===== config.mk =====
export PLATFORM = sky130hd
export DESIGN_NAME = base_rr_arb_reg
export DESIGN_NICKNAME = d
export VERILOG_FILES = /design/src/rtl/base_rr_arb_reg.sv
export SDC_FILE = /design/constraint.sdc
export NUM_CORES = 1
export LEC_CHECK = 0
export CORE_ASPECT_RATIO = 1.2
export CORE_MARGIN = 4
export CORE_UTILIZATION = 35
export CTS_BUF_LIST = sky130_fd_sc_hd__clkbuf_16
export DETAILED_ROUTE_END_ITERATION = 8
export DONT_BUFFER_PORTS = 1
export HOLD_SLACK_MARGIN = 0.08
export PLACE_DENSITY = 0.54
export SLEW_MARGIN = 10
export SYNTH_ARGS = -nofsm -noshare
export SYNTH_HDL_FRONTEND = slang
export SYNTH_SLANG_ARGS = --single-unit

===== constraint.sdc =====
create_clock -name clk -period 1.79 [get_ports clk]
set_input_delay 0.4475 -clock clk [delete_from_list [all_inputs] [get_ports clk]]
set_output_delay 0.4475 -clock clk [all_outputs]
set_load 0.005 [all_outputs]

===== src/rtl/base_rr_arb_reg.sv =====
// rtl/base_rr_arb_reg.sv - round-robin arbitrated holding register
// Shares one registered output among `ways` valid/ready requesters with rotating priority.
module base_rr_arb_reg #(
  parameter int ways  = 4,
  parameter int width = 8,
  parameter int idxw  = (ways > 1) ? $clog2(ways) : 1
) (
  input  logic                   clk,
  input  logic                   reset,
  input  logic [ways-1:0]        i_v,
  output logic [ways-1:0]        i_r,
  input  logic [ways*width-1:0]  i_d,
  output logic                   o_v,
  input  logic                   o_r,
  output logic [width-1:0]       o_d,
  output logic [idxw-1:0]        o_src
);

  localparam logic [idxw:0]   ways_c = (idxw+1)'(ways);
  localparam logic [idxw-1:0] last_c = idxw'(ways - 1);

  logic [idxw-1:0]  ptr;
  logic [idxw-1:0]  g;
  logic             hit;
  logic             ld;
  logic             acc;
  logic [idxw:0]    sum;
  logic [width-1:0] d_arr [ways];

  for (genvar k = 0; k < ways; k++) begin : g_slice
    assign d_arr[k] = i_d[k*width +: width];
  end

  assign ld  = ~o_v | o_r;
  assign acc = hit & ld & ~reset;

  // Scan from the farthest offset down so the nearest valid requester to ptr wins.
  always_comb begin
    hit = 1'b0;
    g   = '0;
    sum = '0;
    for (int j = ways - 1; j >= 0; j--) begin
      sum = {1'b0, ptr} + (idxw+1)'(j);
      if (sum >= ways_c) sum = sum - ways_c;
      if (i_v[sum[idxw-1:0]]) begin
        hit = 1'b1;
        g   = sum[idxw-1:0];
      end
    end
  end

  always_comb begin
    i_r = '0;
    if (acc) i_r[g] = 1'b1;
  end

  always_ff @(posedge clk or posedge reset) begin
    if (reset) begin
      o_v   <= 1'b0;
      o_d   <= '0;
      o_src <= '0;
      ptr   <= '0;
    end else if (acc) begin
      o_v   <= 1'b1;
      o_d   <= d_arr[g];
      o_src <= g;
      ptr   <= (g == last_c) ? '0 : g + 1'b1;
    end else if (o_r) begin
      o_v   <= 1'b0;
    end
  end

endmodule


==> results list <==
* Outcome: finished, violations left
- After legalization and detailed placement, the total HPWL measured slightly above 2000 um.
- The first global-routing pass estimated approximately 4200 um of wire.
* Summed instance area of the synthesized netlist: approximately 930 sq um
- Power Total: 1.37 mW
- The min-delay analysis places its worst path in the category input port to asynchronous set/reset pin.
- Synthesis instantiated 34 different standard cells from the library.
- Vert. Die Dim: 64.5 um
- Most used DFF post-synth: sky130_fd_sc_hd__dfrtp_1
- Boundary Pins: 54
* Kind of cell with the highest combined delay on the critical path: simple AND/OR/NAND/NOR gates
- Syn Nets: roughly 150
- Maximum operating frequency: around 530 MHz
- Dividing the detail-routed via count by the number of cells gives 5.80.
- Counting I/O delays and the setup requirement, the final critical path takes 1.90 ns.
- In this design, the stage delay of the slowest critical-path cell is ~0.44 ns.
* Crit path cell chain: nand2b_4, a21oi_4, nor2_4, buf_6, nor3_4
* Fraction of final layout cells sized beyond drive strength 1: 31.1%
* Number of nets in the layout: ~160
- Dividing the final minimum period by the clock period gives 106%.
* WP buf/inv: 1
* Switching share of total power: about a third
* Cell total after placement: about 140
- Die Outline Area: 3550 sq um
- Setup repair after global routing could not meet its margin everywhere.
- Setup violations remaining at the end of the flow were counted as 4.
* Number of buffers added by the clock tree synthesis step: 3
- Critical path capture point type: output port
- Crit. path cell count: 5
* Minimum setup slack among reg-to-reg paths: around 0.060 ns
* Class of the most critical setup path: flop to output port
- Once layout is complete, the utilization of the core stands at between 40% and 50%.
- At the worst endpoint, the arrival time is ~1.5 ns.
* Failing checks: negative setup slack
- GRT Max-Usage Layer: met2
* Core box area: roughly 2500 sq um
- Critical Path RT: 1.34 ns
- The number of antenna violations at the first check in global routing is 0.
* Clock Root Buffer: sky130_fd_sc_hd__clkbuf_16
- Part of the total power dissipated in combinational logic: between 30% and 40%
- Hold repair after CTS inserted 0 buffers.
* Final instance area: 1200 sq um
- The number of global-route vias before repair is approximately 850.
- For the final database, setup skew stands at ~0.0016 ns.
- The final max-slew violation count was 0.
- Per-cell routed wire length: ~19 um
* Maximum number of pins on one net before global-route repair: 15
* Leak pwr: just over 0.5 nW
- Detailed Route WL: approximately 2900 um
* Fill cell instance count of the final layout: roughly 230
- Fin worst setup slack: -0.112 ns
- Clock-pin transition on the worst setup and hold timing paths: ~0.050 ns
* Count of buffers inserted at the top-level ports: 0
- The floorplan has 20 rows.
- Max-cap violations in this run came to 0.
- In the global route stage, met3 resource usage came out at roughly 4.1%.
- Count of vias placed by the detailed router: 882
- The area growth from synthesis to layout is 28.9%.
- Die Width: ~55 um
* Maximum fanout encountered on the critical timing path: 4
* End of the worst register-to-register path: o_d[2]
- IR analysis of the VDD net gives a maximum drop of 0.490 mV.
- The number of antenna diodes in the final layout is 0.
- CTS built an H-tree with a depth of 1.
* CP max stage cell: sky130_fd_sc_hd__dfrtp_2
* Gate count after technology mapping: 107
* Worst-Margin Slew: between 0.5 and 0.6 ns
- For this run, the number of standard cells in the final layout without fillers is about 150.
* First-pass detailed-route iteration total: 4
* Fraction of met1 tracks used by global routing: 21.0%
- Critical Path Start: ptr[1]
- Dpl cell area: 991 sq um
- Commonest cells after routing, fill and taps aside: sky130_fd_sc_hd__a21oi_1 (12), sky130_fd_sc_hd__dfrtp_1 (12), sky130_fd_sc_hd__buf_4 (11)
- Clock group share of total power: between 30% and 40%
- Launch instance of the worst register-to-register path: ptr[1]
- TritonCTS built the clock tree.
- DRC violations left: 0
- The clock passes through at most 2 buffers.
* Kind of start point of the critical path: flop
- The share of the Yosys chip area taken by registers is between 30% and 40%.
- Rel. slew slack: 66.4%
* P per Cell Area: between 1000 and 1500 nW/um^2
- Async SR Flop Fraction: 100%
* Number of flops mapped to enable cells by yosys: 0
- Syn avg cell area: approximately 8.7 sq um
- Initial cell density of the core: between 30% and 40%
- Yosys reg bits: 13
- The critical path ends at i_r[2].
- Clock Sink Count: 13
- At the end of routability-driven placement, the weighted congestion stood at 0.752.
* Cell internal power dissipation: about 900 uW
* Worst-case reg-to-reg path depth: 7
* Clock latency at the later pin of the worst-skew pair: roughly 0.24 ns
* GR Util met2: a little over a quarter
- The analysis attributes to net switching a power of ~460 uW.
* Post-DRT Antenna Nets: 0
- Tot GR Track Use: 16.4%
* Yosys Warn Count: 0
* Final hold violation count: 0
- Registers are responsible for a little under a third of the overall power.
- In this run, the number of DRC markers left after iteration 0 of detailed routing was 16.
- Leftover overflow at the end of global routing: 0
## cell type report
cell class / count / area [sq um] / share of cell area (%)
Timing Repair Buffer: 13 / 105 / 8.77
Multi-Input combinational cell: 86 / 636 / 53.0
Clock buffer: 3 / 75.1 / 6.26
Clock inverter: 1 / 3.75 / 0.313
Sequential cell: 13 / 327 / 27.2
Inverter: 3 / 11.3 / 0.939
Tap cell: 33 / 41.3 / 3.44
## Yosys cell counts (2+ instances only)
library cell               count  share of area, %
sky130_fd_sc_hd__a21bo_1       6               6.5
sky130_fd_sc_hd__a21o_1        2               1.6
sky130_fd_sc_hd__nand2b_1      2               1.3
sky130_fd_sc_hd__nor2_1       12               4.8
sky130_fd_sc_hd__nand3_1       8               4.3
sky130_fd_sc_hd__o21ai_0       9               4.8
sky130_fd_sc_hd__a21oi_1      12               6.5
sky130_fd_sc_hd__a221oi_1      8               7.5
sky130_fd_sc_hd__inv_1         2              0.81
sky130_fd_sc_hd__o22ai_2       2               2.7
sky130_fd_sc_hd__a21bo_2       2               2.2
sky130_fd_sc_hd__nor2b_1       2               1.3
sky130_fd_sc_hd__dfrtp_1      13                35
sky130_fd_sc_hd__buf_6         2               2.4
sky130_fd_sc_hd__nand2_1       6               2.4
## worst register-to-register path, cell delays in order (launching register included)
cell                       delay [ns]
sky130_fd_sc_hd__dfrtp_2         0.44
sky130_fd_sc_hd__buf_6           0.14
sky130_fd_sc_hd__buf_4           0.15
sky130_fd_sc_hd__inv_1           0.08
sky130_fd_sc_hd__a21oi_1         0.06
sky130_fd_sc_hd__o221a_2         0.35
sky130_fd_sc_hd__a221oi_1        0.29
sky130_fd_sc_hd__a21oi_1         0.11
## worst min-delay path by stage
stage / start / end / depth (start not counted)
after floorplan: reset / o_d[0] / 1
after global placement: reset / o_v / 1
after detailed placement: reset / o_v / 1
after CTS: reset / o_v / 1
after global routing: reset / o_v / 1
final: reset / o_v / 1
## cell families after synthesis
logic type,share of synthesized area (%)
buf+inv,5.52
mux,1.08
flops,35.0
compound gates,40.0
simple gates,18.4
## stage by stage
| stage | worst slack, ns | TNS, ns | hold WS (ns) |
|---|---|---|---|
| final | -0.112 | -0.351 | 0.122 |
| after global routing | -0.150 | -0.550 | 0.186 |
| after CTS | -0.0846 | -0.313 | 0.150 |
| after floorplan | 0.0295 | 0 | 0.324 |
| after detailed placement | -0.00147 | -0.00147 | 0.401 |
| after global placement | 0.0433 | 0 | 0.406 |
## registers in the layout, indices dropped and copies added (netlist names)
| name | flops |
|---|---|
| o_v | 1 |
| o_d | 8 |
| ptr | 2 |
| o_src | 2 |
## per-layer routing
metal	vias up	routed length, um	share of wire, %
li1	423	-	-
met1	429	1140	40
met2	28	1470	51
met3	2	227	8.0
met4	0	18	0.63
met5	-	0	0
## power groups by stage
| stage | clock [mW] | sequential [mW] | combinational [mW] |
|---|---|---|---|
| 3_5_place_dp | 0 | 0.435 | 0.411 |
| 3_3_place_gp | 0 | 0.434 | 0.402 |
| 5_1_grt | 0.441 | 0.443 | 0.574 |
| 6_report | 0.418 | 0.434 | 0.522 |
| 2_1_floorplan | 0 | 0.416 | 0.313 |
| 4_1_cts | 0.427 | 0.430 | 0.451 |
## repair_timing
action | 4_1_cts | 5_1_grt
setup endpoints to repair | 4 | 9
endpoints found under the hold margin | 0 | 0
buffers inserted | 3 | 2
gates resized for setup | 6 | 14
pin swaps | 4 | 5
Note: power is estimated with default switching activity, not from simulation.
